**config.mk**
```make
export PLATFORM = sky130hd
export DESIGN_NAME = branch_predictor_table
export DESIGN_NICKNAME = d
export VERILOG_FILES = /design/src/rtl/branch_predictor_table_pkg.sv /design/src/rtl/branch_predictor_table_sat_counter_next.sv /design/src/rtl/branch_predictor_table.sv
export SDC_FILE = /design/constraint.sdc
export NUM_CORES = 1
export LEC_CHECK = 0
export CAP_MARGIN = 10
export CORE_AREA = 5 5 130 132
export CTS_CLUSTER_SIZE = 25
export DETAILED_ROUTE_END_ITERATION = 8
export DIE_AREA = 0 0 135 137
export HOLD_SLACK_MARGIN = 0.15
export PLACE_DENSITY = 0.74
export RECOVER_POWER = 25
export SETUP_SLACK_MARGIN = 0.05
export SLEW_MARGIN = 20
export SYNTH_ARGS = -nofsm -noshare
export SYNTH_HDL_FRONTEND = slang
export SYNTH_SLANG_ARGS = --single-unit
```
**constraint.sdc**
```tcl
create_clock -name clk -period 3.2 [get_ports clk]
set_input_delay 0.64 -clock clk [delete_from_list [all_inputs] [get_ports clk]]
set_output_delay 0.64 -clock clk [all_outputs]
set_load 0.005 [all_outputs]
```
**src/rtl/branch_predictor_table_pkg.sv**
```systemverilog
// Shared definitions for the fetch-stage branch direction predictor table.
//
// Holds the default table geometry, the derived index width, the counter
// reset value and the taken/not-taken direction encoding. The multi-entry
// table is addressed by W_IDX bits, so a single fixed branch-id width is no
// longer needed.
package branch_predictor_table_pkg;

    localparam int BPT_W_PC    = 32;
    localparam int BPT_W_CNT   = 2;
    localparam int BPT_N_ENTRY = 64;
    localparam int BPT_W_HIST  = 6;
    localparam int BPT_GSHARE  = 1;
    localparam int BPT_W_IDX   = $clog2(BPT_N_ENTRY);

    // Direction of a resolved or predicted branch.
    typedef enum logic {
        DIR_NOT_TAKEN = 1'b0,
        DIR_TAKEN     = 1'b1
    } branch_dir_e;

    // Weakly-not-taken counter value: MSB clear, all lower bits set.
    function automatic int cnt_reset_value(input int w_cnt);
        return (1 << (w_cnt - 1)) - 1;
    endfunction

    localparam logic [BPT_W_CNT-1:0] BPT_CNT_RESET = BPT_W_CNT'(cnt_reset_value(BPT_W_CNT));

endpackage

```
**src/rtl/branch_predictor_table_sat_counter_next.sv**
```systemverilog
// Combinational next-state function of one saturating direction counter.
//
// Ports:
//   cnt_i   - current counter value
//   taken_i - resolved direction (1 = taken: count up, 0 = not taken: count down)
//   cnt_o   - next counter value, held at all-ones / zero instead of wrapping
module sat_counter_next
    import branch_predictor_table_pkg::*;
#(
    parameter int W_CNT = BPT_W_CNT
) (
    input  logic [W_CNT-1:0] cnt_i,
    input  logic             taken_i,
    output logic [W_CNT-1:0] cnt_o
);

    always_comb begin
        cnt_o = cnt_i;
        if (branch_dir_e'(taken_i) == DIR_TAKEN) begin
            if (!(&cnt_i)) begin
                cnt_o = cnt_i + W_CNT'(1);
            end
        end else begin
            if (|cnt_i) begin
                cnt_o = cnt_i - W_CNT'(1);
            end
        end
    end

endmodule

```
**src/rtl/branch_predictor_table.sv**
```systemverilog
// Table of saturating branch-direction counters for the fetch stage.
//
// A lookup indexes the table with PC[W_IDX+1:2], optionally XORed with the
// global history (gshare), and presents the counter one cycle later. The
// execute stage trains counters through the update port using the index that
// travelled with the branch; in gshare mode the resolved outcome is shifted
// into the history on the same edge.
//
// Ports:
//   clk, reset      - clock; asynchronous active-low reset
//   lookup_v_i      - lookup request this cycle
//   lookup_pc_i     - fetch PC
//   pred_v_o        - registered lookup valid
//   pred_taken_o    - predicted direction (counter MSB)
//   pred_idx_o      - table index used by the lookup
//   pred_cnt_o      - counter value read
//   update_v_i      - resolved-branch update
//   update_idx_i    - index returned from pred_idx_o
//   update_taken_i  - actual outcome
//   hist_o          - current global history
module branch_predictor_table
    import branch_predictor_table_pkg::*;
#(
    parameter  int W_PC    = BPT_W_PC,
    parameter  int W_CNT   = BPT_W_CNT,
    parameter  int N_ENTRY = BPT_N_ENTRY,
    parameter  int W_HIST  = BPT_W_HIST,
    parameter  int GSHARE  = BPT_GSHARE,
    localparam int W_IDX   = $clog2(N_ENTRY)
) (
    input  logic              clk,
    input  logic              reset,
    input  logic              lookup_v_i,
    input  logic [W_PC-1:0]   lookup_pc_i,
    output logic              pred_v_o,
    output logic              pred_taken_o,
    output logic [W_IDX-1:0]  pred_idx_o,
    output logic [W_CNT-1:0]  pred_cnt_o,
    input  logic              update_v_i,
    input  logic [W_IDX-1:0]  update_idx_i,
    input  logic              update_taken_i,
    output logic [W_HIST-1:0] hist_o
);

    localparam logic [W_CNT-1:0] CNT_RST = W_CNT'(cnt_reset_value(W_CNT));

    logic [W_CNT-1:0]  cnt_q [N_ENTRY];
    logic [W_CNT-1:0]  cnt_d [N_ENTRY];
    logic [W_HIST-1:0] hist_q, hist_d;
    logic              pred_v_q, pred_v_d;
    logic              pred_taken_q, pred_taken_d;
    logic [W_IDX-1:0]  pred_idx_q, pred_idx_d;
    logic [W_CNT-1:0]  pred_cnt_q, pred_cnt_d;

    logic [W_IDX-1:0]  lookup_idx;
    logic [W_CNT-1:0]  upd_next;
    logic [W_CNT-1:0]  rd_cnt;

    // Only PC[W_IDX+1:2] addresses the table.
    logic unused_pc_bits;
    assign unused_pc_bits = ^{lookup_pc_i[W_PC-1:W_IDX+2], lookup_pc_i[1:0]};

    sat_counter_next #(
        .W_CNT (W_CNT)
    ) u_sat_counter_next (
        .cnt_i   (cnt_q[update_idx_i]),
        .taken_i (update_taken_i),
        .cnt_o   (upd_next)
    );

    // The lookup hashes with the history as it stands this cycle, before any
    // same-cycle update shifts it. A same-index update is forwarded so the
    // prediction never shows a counter that is already stale.
    always_comb begin
        lookup_idx = lookup_pc_i[W_IDX+1:2];
        if (GSHARE != 0) begin
            lookup_idx = lookup_pc_i[W_IDX+1:2] ^ W_IDX'(hist_q);
        end

        rd_cnt = cnt_q[lookup_idx];
        if (update_v_i && (update_idx_i == lookup_idx)) begin
            rd_cnt = upd_next;
        end

        pred_v_d     = lookup_v_i;
        pred_taken_d = pred_taken_q;
        pred_idx_d   = pred_idx_q;
        pred_cnt_d   = pred_cnt_q;
        if (lookup_v_i) begin
            pred_taken_d = rd_cnt[W_CNT-1];
            pred_idx_d   = lookup_idx;
            pred_cnt_d   = rd_cnt;
        end
    end

    // Training path; history is only advanced by resolved branches, so it
    // never needs repair after a misprediction.
    always_comb begin
        cnt_d  = cnt_q;
        hist_d = hist_q;
        if (update_v_i) begin
            cnt_d[update_idx_i] = upd_next;
            if (GSHARE != 0) begin
                hist_d = W_HIST'({hist_q, update_taken_i});
            end
        end
        if (GSHARE == 0) begin
            hist_d = '0;
        end
    end

    always_ff @(posedge clk or negedge reset) begin
        if (!reset) begin
            for (int i = 0; i < N_ENTRY; i++) begin
                cnt_q[i] <= CNT_RST;
            end
            hist_q       <= '0;
            pred_v_q     <= 1'b0;
            pred_taken_q <= 1'b0;
            pred_idx_q   <= '0;
            pred_cnt_q   <= CNT_RST;
        end else begin
            cnt_q        <= cnt_d;
            hist_q       <= hist_d;
            pred_v_q     <= pred_v_d;
            pred_taken_q <= pred_taken_d;
            pred_idx_q   <= pred_idx_d;
            pred_cnt_q   <= pred_cnt_d;
        end
    end

    assign pred_v_o     = pred_v_q;
    assign pred_taken_o = pred_taken_q;
    assign pred_idx_o   = pred_idx_q;
    assign pred_cnt_o   = pred_cnt_q;
    assign hist_o       = hist_q;

endmodule

```
==> key figures, run 1 <==
Status
  – Status: complete, but fails checks
  – Violated checks: max-capacitance violations, max-slew violations

Synth
  – Yosys Warn Count: 0
  – Syn_nets: 686
  – Flops & latches, synth: 143
  – Synthesized area: 0.00820 sq mm
  – Synthesized instance count: 643
  – Top_reg_cell synth: dfrtp_1
  – Most numerous cell in the Yosys netlist: mux2_2
  – Synth top area cells: dfrtp_1 24%, dfstp_2 21%, mux2_2 19%
  – Avg Inst Size Synth: 12.8 sq um
  – Commonest cells in the synthesized netlist: 141 x mux2_2, 78 x dfrtp_1, 65 x dfstp_2
  – Top cell type's share of synthesized area: 23.8%
  – Netlist cell types: 55
  – Post-synth EDFFs: 0
  – Register area share after synthesis: 44.6%
  – Asr flop ratio synth: 100%
  – Yosys top cell by area: dfrtp_1

STA
  – Hold Violations, Final: 0
  – Final WS setup: 0.0771 ns
  – RSZ-0062 raised after global routing: false
  – Fmax: 0.320 GHz
  – Clk_skew: 0.0106 ns
  – Tmin final: 3.12 ns
  – TNS Setup: 0 ns
  – Worst relative slew slack: -2.81%
  – Hold WS: 0.508 ns
  – Tcrit/Tclk final: 97.6%
  – Fin. max-slew vios: 63
  – # setup viols final: 0
  – Worst-Margin Slew: 1.54 ns

Clock tree
  – Clock tree buffer depth: 2
  – CTS Sinks: 143
  – Worst-path clk slew: 0.06 ns
  – Root Buffer Master: clkbuf_16
  – H-Tree Depth: 4
  – Worst skew pair latency: 0.43 ns
  – CTS tree: yes
  – CTS Buf Count: 17
  – Post-CTS Setup Repair Bufs: 0

Die
  – Row count: 46
  – Io pins: 59
  – Initial Util: 52.6%
  – Die Ht: 137 um
  – Chip width: 135 um
  – Full die area: 0.0185 sq mm
  – CORE AREA: 0.0156 sq mm

Drt
  – Post-route DRC: 0
  – Total number of vias: 6296
  – Drt via density: 6.48
  – Routed Antenna Nets: 0
  – Drt first pass iters: 6
  – Final wirelength: 23800 um
  – DR WL/cell: 24.5 um
  – Iter 0 DRT Violations: 662

Placement
  – Placed Instances: 940
  – Final HPWL DP: 17000 um
  – DP Worst Slack: -0.642 ns
  – I/O Buffers: 32
  – GP Congestion: 0.962

Critical path
  – CP bufs+invs: 3
  – Critical Path RT: 3.51 ns
  – Critical path peak fanout: 59
  – Crit-path max cell delay: 0.64 ns
  – CP Data Arrival Time: 3.43 ns
  – Crit end category: flip-flop
  – Crit Path Category: input pin to flip-flop
  – CP top delay family: buffers and inverters
  – Cell Chain, Critical Path: clkdlybuf4s50_1 > buf_4 > or3b_2 > nor2_1 > a32oi_1 > nand4_1 > or4_1 > maj3_2 > buf_12 > mux2_2
  – Startpoint Class: input pin
  – Critical path's slowest cell: clkdlybuf4s50_1

Cells and area
  – FILL cells: 1138
  – Final #Nets: 786
  – Cell Count, Final, Fillers Out: 972
  – Syn-to-layout area delta: 21.5%
  – Multi-input logic area: 0.00432 sq mm
  – Ant diodes: 0
  – Final design utilization: 63.9%
  – FF+latch area: 0.00366 sq mm
  – Layout cells sized above 1: 52.8%

Power and ir drop
  – Power Density: 579 mW/mm^2
  – VDD IR max: 0.000367 V
  – Leak Pwr: 0.00421 uW

GRT
  – Vias in the first global route: 6592
  – First-pass GRT wire length: 37400 um
  – All-layer global routing usage: 27.0%
  – Largest net degree at the start of global routing: 83
  – Initial antenna violation count: 0
  – Global route total overflow: 0

Flow run
  – Max Cap Viol: 1

Worst hold path
  – Min-Delay Path Class: flip-flop to flip-flop
[power breakdown]
part / internal, uW / switching (uW) / total (uW)
Clock: 1160 / 816 / 1970
Sequential: 2140 / 204 / 2350
Combinational: 760 / 693 / 1450
[cell usage in the layout, fill, tap and decap left out, types with 8 or more instances in the layout]
| cell type | instances |
|---|---|
| nand3_1 | 18 |
| clkbuf_16 | 17 |
| dfstp_2 | 65 |
| clkdlybuf4s50_1 | 27 |
| nor2_1 | 55 |
| and3_1 | 8 |
| a21oi_1 | 15 |
| nand4_1 | 8 |
| nand2_1 | 45 |
| buf_4 | 87 |
| mux4_2 | 51 |
| mux2_2 | 141 |
| dfrtp_1 | 78 |
| mux2i_1 | 11 |
[metal layers]
metal / vias up / GRT usage (%) / routed length, um / share of wire (%)
li1: 2635 / - / - / -
met1: 3212 / 34.5 / 9220 / 39
met2: 345 / 42.7 / 11400 / 48
met3: 104 / 6.76 / 1990 / 8.4
met4: 0 / 14.1 / 1230 / 5.2
met5: - / 0 / 0 / 0
[worst paths after layout]
path                                           start                        end  slack (ns)  cells past startpoint
setup / recovery                     update_idx_i[4]      cnt_q[65]$_DFFE_PN0P_        0.08                     10
hold / removal             pred_idx_o[0]$_DFFE_PN0P_  pred_idx_o[0]$_DFFE_PN0P_        0.51                      2
setup reg to reg               cnt_q[80]$_DFFE_PN1P_      cnt_q[65]$_DFFE_PN0P_        0.33                      8
hold reg to reg            pred_idx_o[0]$_DFFE_PN0P_  pred_idx_o[0]$_DFFE_PN0P_        0.51                      2
max in group asynchronous                      reset       cnt_q[1]$_DFFE_PN0P_        0.66                      2
min in group asynchronous                      reset      hist_o[1]$_DFFE_PN0P_        0.56                      1
[flip-flops by register name, summed over array words and instances, names as in the netlist]
signal,count
cnt_q,128
hist_o,6
pred_idx_o,6
pred_cnt_o,1
pred_taken_o,1
pred_v_o,1
[layout make-up]
cell class | instances | area share, %
Sequential cell | 143 | 36.7
Multi-Input combinational cell | 449 | 43.3
Clock inverter | 14 | 1.57
Clock buffer | 18 | 4.31
Timing Repair Buffer | 128 | 11.2
Inverter | 4 | 0.188
Tap cell | 216 | 2.71
[logic make-up (layout without fill, tap and decap cells)]
logic type	count (synthesis)	count (layout)	synth area share, %
XOR/XNOR	14	14	2.00
flip-flops	143	143	44.6
AO/OA/AOI/OAI	61	61	5.34
AND/OR/NAND/NOR	169	169	9.72
adder cells (fa/ha/maj)	2	2	0.259
buffers and inverters	51	164	3.36
multiplexers	203	203	34.7
[worst min-delay path: stages, from the launching register on]
cell,delay (ns)
dfrtp_1,0.34
nor2_1,0.05
nor2_1,0.09
[through the flow]
step                power [uW]  instance area (sq um)
floorplan                 3170                   8210
global placement          3720                   9380
detailed placement        3790                   9380
CTS                       5770                   9970
global route              5980                   9970
finish                    5770                   9970
[what timing repair did]
item	4_1_cts	5_1_grt
hold buffers	0	0
endpoints found under the setup margin	130	62
pin swaps	0	0
cloned	0	0
resized for setup	1	8
(Power assumes the default switching activity.)
==> inputs of run 2 (changes only) <==
ABC_CLOCK_PERIOD_IN_PS = 3200   (was default)
GPL_TIMING_DRIVEN = 1   (was default)
==> results of run 2 <==
Same layout as run 1: the final DEF is identical, and so are final timing and power.
==> inputs of run 3 (changes only) <==
ABC_CLOCK_PERIOD_IN_PS = default   (was 3200)
==> results of run 3 <==
Same layout as run 1: the final DEF is identical, and so are final timing and power.
